### src/rtl/ram_loader_pkg.sv
// Shared constants for the byte-stream RAM loader: frame header and FSM encoding.
package ram_loader_pkg;

   localparam logic [7:0] LDR_HEADER = 8'hA5;

   localparam logic [3:0] ST_IDLE    = 4'd0;
   localparam logic [3:0] ST_ADDR_HI = 4'd1;
   localparam logic [3:0] ST_ADDR_LO = 4'd2;
   localparam logic [3:0] ST_LEN_HI  = 4'd3;
   localparam logic [3:0] ST_LEN_LO  = 4'd4;
   localparam logic [3:0] ST_DATA_HI = 4'd5;
   localparam logic [3:0] ST_DATA_LO = 4'd6;
   localparam logic [3:0] ST_CHECK   = 4'd7;

   typedef enum logic [3:0] {
      S_IDLE    = ST_IDLE,
      S_ADDR_HI = ST_ADDR_HI,
      S_ADDR_LO = ST_ADDR_LO,
      S_LEN_HI  = ST_LEN_HI,
      S_LEN_LO  = ST_LEN_LO,
      S_DATA_HI = ST_DATA_HI,
      S_DATA_LO = ST_DATA_LO,
      S_CHECK   = ST_CHECK
   } ldr_state_t;

endpackage

### src/rtl/ram_loader_timer.sv
// Mid-frame idle watchdog: reloads on every byte, counts down while a frame is open,
// and flags expiry once TIMEOUT_CYCLES clocks have passed with no byte.
module loader_timer #(
   parameter int unsigned TIMEOUT_CYCLES = 1000000
) (
   input  logic clk,
   input  logic reset_,
   input  logic load,
   input  logic run,
   output logic expire
);

   localparam int unsigned CW = $clog2(TIMEOUT_CYCLES + 1);

   logic [CW-1:0] cnt;

   always_ff @(posedge clk or negedge reset_) begin
      if (!reset_) begin
         cnt <= '0;
      end else if (load) begin
         cnt <= CW'(TIMEOUT_CYCLES);
      end else if (run && (cnt != '0)) begin
         cnt <= cnt - CW'(1);
      end
   end

   // A byte arriving in the expiry cycle wins: the reload suppresses the abort.
   assign expire = run && !load && (cnt == '0);

endmodule

### src/rtl/ram_loader.sv
// Framed byte-stream program loader: parses A5/addr/len/data/csum frames, writes 16-bit
// words into the RAM, and owns the RAM bus while a frame is open.
module ram_loader
   import ram_loader_pkg::*;
#(
   parameter int unsigned ADDR_WIDTH     = 16,
   parameter int unsigned TIMEOUT_CYCLES = 1000000
) (
   input  logic                  clk,
   input  logic                  reset_,
   input  logic [7:0]            rx_data,
   input  logic                  rx_valid,
   input  logic [ADDR_WIDTH-1:0] cpu_addr,
   input  logic [15:0]           cpu_din,
   input  logic                  cpu_we_,
   output logic [ADDR_WIDTH-1:0] ram_addr,
   output logic [15:0]           ram_din,
   output logic                  ram_we_,
   output logic                  cpu_hold,
   output logic                  busy,
   output logic                  done,
   output logic                  error,
   output logic [3:0]            dbg_state
);

   // rx_valid is a one-cycle strobe with no backpressure: every cycle it is high
   // carries exactly one byte that is consumed in that cycle, whatever the state.

   ldr_state_t            state, state_nxt;
   logic [15:0]           addr_q;
   logic [15:0]           len_q;
   logic [7:0]            hi_q;
   logic [7:0]            csum;
   logic [ADDR_WIDTH-1:0] ld_addr;
   logic [15:0]           ld_din;
   logic                  ld_we_;
   logic                  done_q;
   logic                  error_q;
   logic                  tmr_expire;

   loader_timer #(
      .TIMEOUT_CYCLES(TIMEOUT_CYCLES)
   ) u_timer (
      .clk    (clk),
      .reset_ (reset_),
      .load   (rx_valid),
      .run    (busy),
      .expire (tmr_expire)
   );

   always_ff @(posedge clk or negedge reset_) begin
      if (!reset_) begin
         state <= S_IDLE;
      end else begin
         state <= state_nxt;
      end
   end

   always_comb begin
      state_nxt = state;
      if (rx_valid) begin
         case (state)
            S_IDLE:    if (rx_data == LDR_HEADER) state_nxt = S_ADDR_HI;
            S_ADDR_HI: state_nxt = S_ADDR_LO;
            S_ADDR_LO: state_nxt = S_LEN_HI;
            S_LEN_HI:  state_nxt = S_LEN_LO;
            S_LEN_LO:  state_nxt = ({len_q[15:8], rx_data} == 16'd0) ? S_CHECK : S_DATA_HI;
            S_DATA_HI: state_nxt = S_DATA_LO;
            S_DATA_LO: state_nxt = (len_q == 16'd1) ? S_CHECK : S_DATA_HI;
            S_CHECK:   state_nxt = S_IDLE;
            default:   state_nxt = S_IDLE;
         endcase
      end else if (tmr_expire) begin
         state_nxt = S_IDLE;
      end
   end

   always_ff @(posedge clk or negedge reset_) begin
      if (!reset_) begin
         addr_q  <= '0;
         len_q   <= '0;
         hi_q    <= '0;
         csum    <= '0;
         ld_addr <= '0;
         ld_din  <= '0;
         ld_we_  <= 1'b1;
         done_q  <= 1'b0;
         error_q <= 1'b0;
      end else begin
         ld_we_ <= 1'b1;
         done_q <= 1'b0;
         if (rx_valid) begin
            case (state)
               S_IDLE: begin
                  if (rx_data == LDR_HEADER) begin
                     error_q <= 1'b0;
                     csum    <= '0;
                  end
               end
               S_ADDR_HI: addr_q[15:8] <= rx_data;
               S_ADDR_LO: addr_q[7:0]  <= rx_data;
               S_LEN_HI:  len_q[15:8]  <= rx_data;
               S_LEN_LO:  len_q[7:0]   <= rx_data;
               S_DATA_HI: begin
                  hi_q <= rx_data;
                  csum <= csum + rx_data;
               end
               // Word is staged here and strobed next cycle; the 16-bit address
               // counter wraps naturally, and its low bits wrap mod 2^ADDR_WIDTH.
               S_DATA_LO: begin
                  ld_we_  <= 1'b0;
                  ld_addr <= addr_q[ADDR_WIDTH-1:0];
                  ld_din  <= {hi_q, rx_data};
                  addr_q  <= addr_q + 16'd1;
                  len_q   <= len_q - 16'd1;
                  csum    <= csum + rx_data;
               end
               S_CHECK: begin
                  if (rx_data == csum) done_q  <= 1'b1;
                  else                 error_q <= 1'b1;
               end
               default: ;
            endcase
         end else if (tmr_expire) begin
            error_q <= 1'b1;
         end
      end
   end

   assign busy      = (state != S_IDLE);
   assign cpu_hold  = busy | ~ld_we_;
   assign done      = done_q;
   assign error     = error_q;
   assign dbg_state = state;

   assign ram_addr = busy ? ld_addr : cpu_addr;
   assign ram_din  = busy ? ld_din  : cpu_din;
   assign ram_we_  = busy ? ld_we_  : cpu_we_;

endmodule
### config.mk
export PLATFORM = sky130hd
export DESIGN_NAME = ram_loader
export DESIGN_NICKNAME = d
export VERILOG_FILES = /design/src/rtl/ram_loader_pkg.sv /design/src/rtl/ram_loader_timer.sv /design/src/rtl/ram_loader.sv
export SDC_FILE = /design/constraint.sdc
export NUM_CORES = 1
export LEC_CHECK = 0
export ABC_AREA = 1
export BUFFER_PORTS_ARGS = -buffer_cell sky130_fd_sc_hd__buf_4
export CORE_MARGIN = 2
export CORE_UTILIZATION = 50
export CTS_BUF_LIST = sky130_fd_sc_hd__clkbuf_8 sky130_fd_sc_hd__clkbuf_16
export DETAILED_ROUTE_END_ITERATION = 16
export PLACE_DENSITY = 0.71
export SLEW_MARGIN = 5
export SYNTH_ARGS = -nofsm -noshare
export SYNTH_HDL_FRONTEND = slang
export SYNTH_SLANG_ARGS = --single-unit
export TNS_END_PERCENT = 50
### constraint.sdc
create_clock -name clk -period 2.1 [get_ports clk]
set_input_delay 0.21 -clock clk [delete_from_list [all_inputs] [get_ports clk]]
set_output_delay 0.21 -clock clk [all_outputs]
set_load 0.05 [all_outputs]
==> results of run 1 <==
-- synth_stat cells (all sizes together) --
cell type	n
clkbuf	9
a21oi	32
a31oi	1
clkinv	2
dfstp	1
o22ai	2
inv	84
conb	1
nand4	18
nand3	69
ha	12
xor2	6
nand3b	5
or2	6
nand2	341
buf	16
a21boi	1
a21o	1
dfrtp	105
nor3	9
nor4	1
o21a	3
o21ai	73
a22oi	4
fa	1
nor2	110
xnor2	1
mux2	11
-- power groups by stage --
stage,registers [W],clock network (W),logic [W]
floorplan,0.00357,0,0.00532
global placement,0.00364,0,0.00707
detailed placement,0.00366,0,0.00715
CTS,0.00363,0.00163,0.00720
global route,0.00377,0.00172,0.00799
finish,0.00365,0.00159,0.00722
-- worst max-delay path, delay by kind of cell (launching register included) --
kind / cells / cell delay, ns
buffers and inverters: 3 / 0.48
AND/OR/NAND/NOR: 4 / 0.42
flip-flops: 1 / 0.45
-- repair_timing --
item                                    in CTS  in global routing
gates resized for setup                      2                  4
pin swaps                                    0                  0
endpoints found under the setup margin      33                 34
hold buffers                                 1                  0
endpoints found under the hold margin       38                  0
-- cells by family after synthesis --
kind of cell,after synthesis,synth area share (%)
buffers and inverters,111,7.071
DFF,106,41.20
xor gates and xnor gates,7,0.9518
muxes,11,2.331
other,1,0.05822
adders and majority gates,13,2.642
AOI/OAI and AO/OA,117,9.849
and+or+nand+nor,559,35.90
-- path summary, 6_finish.rpt --
path | endpoint | slack [ns] | depth (start not counted)
min in group asynchronous | u_timer.cnt[19] | 0.39 | 2
min reg2reg | hi_q[0] | 0.49 | 2
max in group asynchronous | ld_we_ | 1.06 | 3
min | hi_q[4] | 0.18 | 3
max reg2reg | u_timer.cnt[0] | 0.27 | 7
max | ram_addr[12] | 0.17 | 7
-- layout make-up --
type	instances	area share (%)
Clock buffer	9	2.962
Clock inverter	7	0.6910
Inverter	86	4.278
Multi-Input combinational cell	708	44.18
Sequential cell	106	34.91
Tap cell	172	2.830
Timing Repair Buffer	97	10.15
-- flip-flops by register name (all words and copies together), names as in the netlist --
signal       count
done             1
addr_q          16
u_timer.cnt     20
ld_addr         16
dbg_state        3
hi_q             8
csum             8
len_q           16
ld_we_           1
ld_din          16
error            1
-- placed cells by master (no fill, tap or decap), types with 6 or more instances in the layout --
| master | instances |
|---|---|
| a21oi_1 | 31 |
| buf_4 | 92 |
| clkbuf_16 | 9 |
| dfrtp_1 | 104 |
| ha_1 | 12 |
| inv_1 | 78 |
| mux2_4 | 7 |
| nand2_1 | 325 |
| nand2_2 | 15 |
| nand3_1 | 69 |
| nand4_1 | 18 |
| nor2_1 | 105 |
| nor3_1 | 9 |
| o21ai_0 | 63 |
| or2_2 | 6 |
| xor2_1 | 6 |
-- stage by stage --
| stage | cells | setup slack, ns | util [%] | power, W | hold slack [ns] |
|---|---|---|---|---|---|
| 2_1_floorplan | 925 | 0.04785 | - | 0.008884 | -0.08559 |
| 3_3_place_gp | 1168 | 0.3175 | 57.81 | 0.01071 | 0.2497 |
| 3_5_place_dp | 1168 | 0.2904 | 57.81 | 0.01081 | 0.2459 |
| 4_1_cts | 1185 | 0.008612 | 60.15 | 0.01245 | 0.1687 |
| 5_1_grt | 1185 | 0.01434 | 60.26 | 0.01348 | 0.2019 |
| 6_report | 1185 | 0.1734 | 60.26 | 0.01246 | 0.1769 |
-- metal layers --
| metal | part of all wire [%] | routed length (microns) |
|---|---|---|
| met2 | 42 | 6784 |
| met5 | 0 | 0 |
| met3 | 6.7 | 1087 |
| met4 | 1.6 | 264 |
| met1 | 50 | 8051 |
==> flow_metrics.env, run 1 <==
export IMPL_syn_to_final_growth_pct=18.07
export IMPL_switching_power_w=0.006397
export IMPL_overflow=0
export IMPL_powerDensity_nw_per_um2=1638
export IMPL_cts_setup_buffers=0
export IMPL_grt_pass1_wl_microns=27570
export IMPL_max_freq_ghz=0.5190
export IMPL_drt_iter0_markers=376
export IMPL_use_met2_pct=35.71
export IMPL_arrival_ns=1.72
export IMPL_num_nets_final=1065
export IMPL_drc_errors=0
export IMPL_synth_area_leaders="dfrtp_1 41%, nand2_1 20%, nor2_1 6.2%, nand3_1 5.4%, o21ai_0 4.9%"
export IMPL_firstDrtPassIters=5
export IMPL_hold_path_class="in -> reg"
export IMPL_slew_viol_final=0
export IMPL_postPlaceCellArea_sq_um=7296
export IMPL_grt_max_degree=49
export IMPL_critPathMaxStageDelay_ns=0.45
export IMPL_use_met3_pct=4.070
export IMPL_slew_headroom_pct=61.67
export IMPL_peakVddDrop_v=0.0004819
export IMPL_synth_seq_area_share_pct=41.20
export IMPL_h_tree_depth=3
export IMPL_required_ns=1.89
export IMPL_r2r_start="u_timer.cnt[9]"
export IMPL_cpMostUsedCell="nand2_1"
export IMPL_gp_congestion=0.9269
export IMPL_cts_root_buf="clkbuf_16"
export IMPL_pwr_share_clk_pct=12.8
export IMPL_p_sw_share_pct=51.34
export IMPL_synthCells=925
export IMPL_fin_worst_skew_ns=0.007924
export IMPL_combPwrFrac_pct=58.0
export IMPL_antenna_found_initial=0
export IMPL_nFillCells=1263
export IMPL_clock_sinks=106
export IMPL_status="finished clean"
export IMPL_hold_violations=0
export IMPL_hpwl_microns=12000
export IMPL_start_util_pct=51.04
export IMPL_critPathCaptureType="output port"
export IMPL_slowest_stage="dfrtp_1"
export IMPL_cts_max_path_buffers=2
export IMPL_yosys_area_top_type="dfrtp_1"
export IMPL_fin_crit_sh_pct=91.75
export IMPL_cts_tree="done"
export IMPL_globalRouteTotalUtil_pct=24.32
export IMPL_critPathKind="reg -> out"
export IMPL_busiest_layer="met1"
export IMPL_finalWirelength_microns=16190
export IMPL_setup_violations=0
export IMPL_syn_num_nets=982
export IMPL_worst_pin_slew_ns=0.5749
export IMPL_start_kind="flop"
export IMPL_final_layout_size_suffix_gt1_share_pct=16.19
export IMPL_rows=41
export IMPL_die_area_sq_um=13810
export IMPL_hp_start="rx_data[4]"
export IMPL_numPortBuffers=83
export IMPL_critPathLaunch="dbg_state[0]"
export IMPL_core_area_sq_um=12620
export IMPL_clk_latency_ns=0.35
export IMPL_avgSynthCellArea_sq_um=6.963
export IMPL_antenna_cells=0
export IMPL_fin_tns_setup_ns=0
export IMPL_maxCapViolations=0
export IMPL_p_leak_nw=4.004
export IMPL_pwr_share_seq_pct=29.3
export IMPL_rsz0062_at_grt="no"
export IMPL_wl_per_cell_microns=13.66
export IMPL_path_clk_slew_ns=0.07
export IMPL_use_met1_pct=36.62
export IMPL_numCtsBuffers=9
export IMPL_critPathMaxFanout=34
export IMPL_ant_nets=0
export IMPL_io_pins=85
export IMPL_path_cells="nor2_2 -> nand2_2 -> clkinv_1 -> buf_12 -> nand2_1 -> nand2_1 -> buf_4"
export IMPL_yosys_warnings=0
export IMPL_vias_per_cell=5.186
export IMPL_min_period_ns=1.927
export IMPL_yosysUniqueCellTypes=41
export IMPL_final_area_sq_um=7605
export IMPL_synth_area_sq_um=6441
export IMPL_grt_pass1_vias=5613
export IMPL_vias=6146
export IMPL_synth_seq_cells=106
export IMPL_power_internal_w=0.006063
export IMPL_die_y_microns=117.5
export IMPL_fp_dieW_microns=117.5
export IMPL_multi_input_area_sq_um=3359
export IMPL_yosysTopAreaCellShare_pct=40.79
export IMPL_final_seq_area_sq_um=2655
Note: power is estimated with default switching activity, not from simulation.
==> run 2, diff against run 1 <==
- CORE_ASPECT_RATIO: default -> 0.7
- CORE_UTILIZATION: 50 -> 40
- PLACE_DENSITY: 0.71 -> default
- REMOVE_ABC_BUFFERS: default -> 1
==> flow_metrics.env, run 2 (synthesized netlist as in run 1, its figures left out) <==
export IMPL_status="finished clean"
export IMPL_drt_iter0_markers=503
export IMPL_p_leak_nw=4.070
export IMPL_grt_max_degree=40
export IMPL_multi_input_area_sq_um=3332
export IMPL_path_cells="nor2_1 -> nand2_1 -> clkinv_2 -> buf_12 -> nand2_1 -> nand2_1 -> buf_4"
export IMPL_critPathKind="reg -> out"
export IMPL_grt_pass1_wl_microns=27630
export IMPL_firstDrtPassIters=6
export IMPL_numCtsBuffers=9
export IMPL_crit_family="buffers and inverters"
export IMPL_layout_common_cells="335 x nand2_1, 106 x nor2_1, 105 x dfrtp_1, 99 x buf_4, 78 x inv_1"
export IMPL_final_seq_area_sq_um=2654
export IMPL_cts_setup_buffers=0
export IMPL_arrival_ns=1.74
export IMPL_finalWirelength_microns=16590
export IMPL_gp_congestion=0.9059
export IMPL_hp_start="rx_data[6]"
export IMPL_path_clk_slew_ns=0.08
export IMPL_final_common_cell="nand2_1"
export IMPL_critPathMaxStageDelay_ns=0.44
export IMPL_hpwl_microns=12530
export IMPL_rsz0062_at_grt="no"
export IMPL_ant_nets=0
export IMPL_die_y_microns=110.2
export IMPL_overflow=0
export IMPL_fin_crit_sh_pct=93.01
export IMPL_cts_tree="done"
export IMPL_hold_path_class="in -> reg"
export IMPL_peakVddDrop_v=0.0005860
export IMPL_powerDensity_nw_per_um2=1656
export IMPL_drc_errors=0
export IMPL_cts_max_path_buffers=2
export IMPL_vias_per_cell=4.988
export IMPL_hold_violations=0
export IMPL_slowest_stage="dfrtp_1"
export IMPL_critPathCaptureType="output port"
export IMPL_num_nets_final=1071
export IMPL_dp_slack_ns=0.2875
export IMPL_largest_reg_flops=20
export IMPL_critPathBufInv=3
export IMPL_clk_latency_ns=0.36
export IMPL_slew_viol_final=0
export IMPL_top_register="u_timer.cnt"
export IMPL_io_pins=85
export IMPL_fp_dieW_microns=155.7
export IMPL_cts_root_buf="clkbuf_16"
export IMPL_final_layout_size_suffix_gt1_share_pct=15.60
export IMPL_start_util_pct=41.18
export IMPL_wl_per_cell_microns=13.61
export IMPL_setup_violations=0
export IMPL_clock_sinks=106
export IMPL_critPathLaunch="dbg_state[1]"
export IMPL_syn_to_final_growth_pct=19.89
export IMPL_fin_tns_setup_ns=0
export IMPL_vias=6080
export IMPL_ff2ff_setup_slack_ns=0.24
export IMPL_start_kind="flop"
export IMPL_cpMostUsedCell="nand2_1"
export IMPL_critPathMaxFanout=26
export IMPL_r2r_start="dbg_state[1]"
export IMPL_die_area_sq_um=17150
export IMPL_antenna_found_initial=0
export IMPL_grt_pass1_vias=5348
export IMPL_globalRouteTotalUtil_pct=20.35
export IMPL_rows=38
export IMPL_min_period_ns=1.953
export IMPL_maxCapViolations=0
export IMPL_numPortBuffers=83
export IMPL_core_area_sq_um=15640
export IMPL_max_freq_ghz=0.5120
export IMPL_power_total_w=0.01279
export IMPL_h_tree_depth=3
export IMPL_finish_utilization_pct=49.37
export IMPL_antenna_cells=0
export IMPL_fin_ws_ns=0.1469
export IMPL_nFillCells=1576
export IMPL_fin_worst_skew_ns=0.01140
export IMPL_required_ns=1.89
-- run 2: cell count changes in the layout (fill, tap and decap cells not counted), sizes merged --
cell      previous run  this run
buf                 96       102
bufinv               0         2
clkinv               6         5
clkinvlp             1         0
-- run 2: path summary, 6_finish.rpt --
| path | cells past startpoint | endpoint |
|---|---|---|
| max | 7 | ram_din[10] |
| min | 3 | ld_din[6] |
| max reg2reg | 9 | len_q[15] |
| min reg2reg | 2 | ld_addr[4] |
| max in group asynchronous | 3 | ld_we_ |
| min in group asynchronous | 2 | u_timer.cnt[0] |
-- run 2: final cells by class --
class / instances / share of cell area, %
Clock buffer: 9 / 2.916
Clock inverter: 7 / 1.572
Inverter: 86 / 4.229
Multi-Input combinational cell: 708 / 43.15
Sequential cell: 106 / 34.36
Tap cell: 200 / 3.240
Timing Repair Buffer: 103 / 10.53
-- run 2: metrics by stage --
| stage | cell area (sq um) | cells | hold WS [ns] |
|---|---|---|---|
| after floorplan | 6311 | 900 | -0.08559 |
| after global placement | 7365 | 1202 | 0.1301 |
| after detailed placement | 7365 | 1202 | 0.1284 |
| after CTS | 7722 | 1219 | 0.1531 |
| final | 7722 | 1219 | 0.1649 |
| after global routing | 7722 | 1219 | 0.1675 |
-- run 2: metal layers --
metal	track usage, %	vias up	part of all wire, %
li1	-	3142	-
met1	32.29	2764	54
met2	29.27	166	40
met3	3.127	8	5.8
met4	3.801	0	0.72
met5	0	-	0
-- run 2: worst min-delay path, stage by stage --
cell     delay [ns]
buf_4          0.13
inv_1          0.06
o21ai_0        0.07
-- run 2: what timing repair did --
action	CTS	global route
setup endpoints to repair	25	0
gates resized for setup	1	0
hold buffers	1	0
endpoints found under the hold margin	19	0
-- run 2: power by group --
part	leakage, nW	switching [W]	internal [W]	total, W
sequential	1.30	0.000715	0.00292	0.00364
clock	0.168	0.000855	0.00108	0.00194
combinational	2.60	0.00489	0.00232	0.00722
total	4.07	0.00646	0.00633	0.0128
==> run 3, diff against run 2 <==
- SETUP_SLACK_MARGIN: default -> 0.2
- SYNTH_HIERARCHICAL: default -> 1
==> flow_metrics.env, run 3 <==
export IMPL_status="finished clean"
export IMPL_powerDensity_nw_per_um2=1647
export IMPL_cp_num_cells=7
export IMPL_yosys_warnings=6
export IMPL_min_period_ns=1.815
export IMPL_layout_common_cells="346 x nand2_1, 106 x nor2_1, 102 x dfrtp_1, 81 x nand3_1, 80 x buf_4"
export IMPL_vias_per_cell=4.949
export IMPL_hold_violations=0
export IMPL_clk_latency_ns=0.37
export IMPL_placed_cells=1234
export IMPL_rsz0062_at_grt="yes"
export IMPL_ff2ff_setup_slack_ns=0.31
export IMPL_fin_worst_skew_ns=0.01017
export IMPL_numPortBuffers=83
export IMPL_ant_nets=0
export IMPL_antenna_cells=0
export IMPL_vias=6231
export IMPL_io_pins=85
export IMPL_top_layer_used="met4"
export IMPL_antenna_found_initial=0
export IMPL_met1_length_microns=10030
export IMPL_r2r_start="dbg_state[0]"
export IMPL_arrival_ns=1.60
export IMPL_r2r_end="len_q[11]"
export IMPL_critPathCaptureType="output port"
export IMPL_hold_path_class="in -> reg"
export IMPL_nFillCells=1643
export IMPL_start_kind="flop"
export IMPL_yosysUniqueCellTypes=44
export IMPL_required_ns=1.89
export IMPL_hpwl_microns=12720
export IMPL_maxCapViolations=0
export IMPL_rows=39
export IMPL_avgSynthCellArea_sq_um=7.005
export IMPL_endpoint="ram_addr[13]"
export IMPL_core_area_sq_um=16200
export IMPL_fp_dieW_microns=157.4
export IMPL_synth_edf_count=0
export IMPL_critPathMaxStageDelay_ns=0.43
export IMPL_yosysTopAreaCellShare_pct=39.90
export IMPL_synthFlopType="dfrtp_1"
export IMPL_synth_seq_area_share_pct=40.30
export IMPL_stdcell_count=1259
export IMPL_globalRouteTotalUtil_pct=21.01
export IMPL_grt_max_degree=42
export IMPL_path_cells="nor2_4 -> nand2_4 -> clkinv_8 -> clkbuf_16 -> nand2_1 -> nand2_1 -> buf_4"
export IMPL_fin_tns_setup_ns=0
export IMPL_holdWs_ns=0.1524
export IMPL_multi_input_area_sq_um=3457
export IMPL_crit_family="buffers and inverters"
export IMPL_cts_max_path_buffers=2
export IMPL_final_seq_area_sq_um=2658
export IMPL_h_tree_depth=3
export IMPL_critPathBufInv=3
export IMPL_dr_wl_met3_microns=1187
export IMPL_die_area_sq_um=17520
export IMPL_die_y_microns=111.4
export IMPL_syn_to_final_growth_pct=21.51
export IMPL_postSynth_asyncResetShare_pct=100.0
export IMPL_cts_root_buf="clkbuf_16"
export IMPL_top_register="u_timer/cnt"
export IMPL_finalWirelength_microns=18400
export IMPL_p_leak_nw=4.210
export IMPL_synth_area_sq_um=6585
export IMPL_cpMostUsedCell="nand2_1"
export IMPL_synth_most_common_cell="nand2_1"
export IMPL_wl_per_cell_microns=14.61
export IMPL_critPathMaxFanout=8
export IMPL_synth_area_leaders="dfrtp_1 40%, nand2_1 20%, nand3_1 6.2%, nor2_1 6.1%, o21ai_0 4.3%"
export IMPL_critPathLaunch="dbg_state[0]"
export IMPL_drt_iter0_markers=533
export IMPL_slowest_stage="dfrtp_2"
export IMPL_numCtsBuffers=9
export IMPL_grt_pass1_wl_microns=28880
export IMPL_num_nets_final=1086
export IMPL_slew_viol_final=0
export IMPL_firstDrtPassIters=5
export IMPL_clock_sinks=106
export IMPL_peakVddDrop_v=0.0006333
export IMPL_setup_violations=0
export IMPL_yosys_area_top_type="dfrtp_1"
export IMPL_drc_errors=0
export IMPL_route_met2_wl_microns=7000
export IMPL_largest_reg_flops=20
export IMPL_gp_congestion=0.8623
export IMPL_final_layout_size_suffix_gt1_share_pct=17.02
export IMPL_final_common_cell="nand2_1"
export IMPL_overflow=0
export IMPL_cts_tree="done"
export IMPL_start_util_pct=40.65
export IMPL_netlist_top_cells_count="346 x nand2_1, 107 x nor2_1, 105 x dfrtp_1"
export IMPL_critPathKind="reg -> out"
export IMPL_max_freq_ghz=0.5510
export IMPL_ff2ff_path_depth=9
export IMPL_fin_crit_sh_pct=86.42
export IMPL_synthCells=940
export IMPL_grt_pass1_vias=5449
export IMPL_synth_seq_cells=106
export IMPL_path_clk_slew_ns=0.08
==> run 3: final cells by class <==
| cell class | instances | area share, % |
|---|---|---|
| clock buffer | 9 | 2.815 |
| clock inverter | 7 | 0.7506 |
| inverter | 82 | 4.019 |
| multi-input combinational | 722 | 43.21 |
| sequential | 106 | 33.21 |
| tap | 225 | 3.518 |
| timing repair buffer | 108 | 12.48 |
==> run 3: per-stage QoR <==
stage | worst slack (ns) | util, % | power [W] | instance area, sq um
global placement | 0.3367 | 46.05 | 0.01082 | 7461
finish | 0.2851 | 49.39 | 0.01318 | 8001
CTS | 0.2157 | 48.65 | 0.01292 | 7881
detailed placement | 0.3265 | 46.05 | 0.01086 | 7461
global route | 0.1558 | 49.39 | 0.01421 | 8001
floorplan | -0.4929 | - | 0.008699 | 6399
==> run 3: logic make-up after synthesis <==
| kind of cell | share of synthesized area (%) |
|---|---|
| AOI/OAI and AO/OA | 7.923 |
| xor gates and xnor gates | 1.197 |
| buffers and inverters | 7.524 |
| adders and majority gates | 2.584 |
| other | 0.05695 |
| muxes | 1.995 |
| DFF | 40.30 |
| and+or+nand+nor | 38.42 |
==> run 3: report_power, final <==
group          switching (W)  leakage (nW)  internal, W
registers           0.000755          1.29      0.00293
logic                0.00514          2.79      0.00267
clock network       0.000859         0.136     0.000827
total                0.00675          4.21      0.00643
==> run 3: timing repair <==
item                                    4_1_cts  5_1_grt
resized for setup                            25       11
endpoints found under the hold margin        27        0
hold buffers                                  1        0
setup buffers                                 3        1
gates cloned                                  1        3
endpoints found under the setup margin       35       46
==> run 3: how the worst min path moves through the flow <==
stage                     startpoint              end  slack (ns)  depth (start not counted)
final                     rx_data[6]          hi_q[6]        0.15                          3
after detailed placement      reset_  u_timer/cnt[17]        0.19                          1
after global placement        reset_  u_timer/cnt[13]        0.18                          1
after CTS                 rx_data[6]          hi_q[6]        0.15                          3
after global routing      rx_data[6]          hi_q[6]        0.15                          3
after floorplan               reset_        addr_q[0]       -0.09                          0
==> run 3: routing by layer <==
layer  vias to the layer above  GRT usage (%)
li1                       3191              -
met1                      2849          34.12
met2                       179          27.57
met3                        12          4.360
met4                         0          5.879
met5                         -              0
==> run 3: worst register-to-register path: stages, from the launching register on <==
cell     delay, ns
dfrtp_2       0.43
buf_4         0.17
nor2_4        0.16
nand2_4       0.16
nand2_1       0.15
nand2_2       0.12
inv_2         0.15
nand2_1       0.09
o21ai_0       0.19
inv_1         0.06
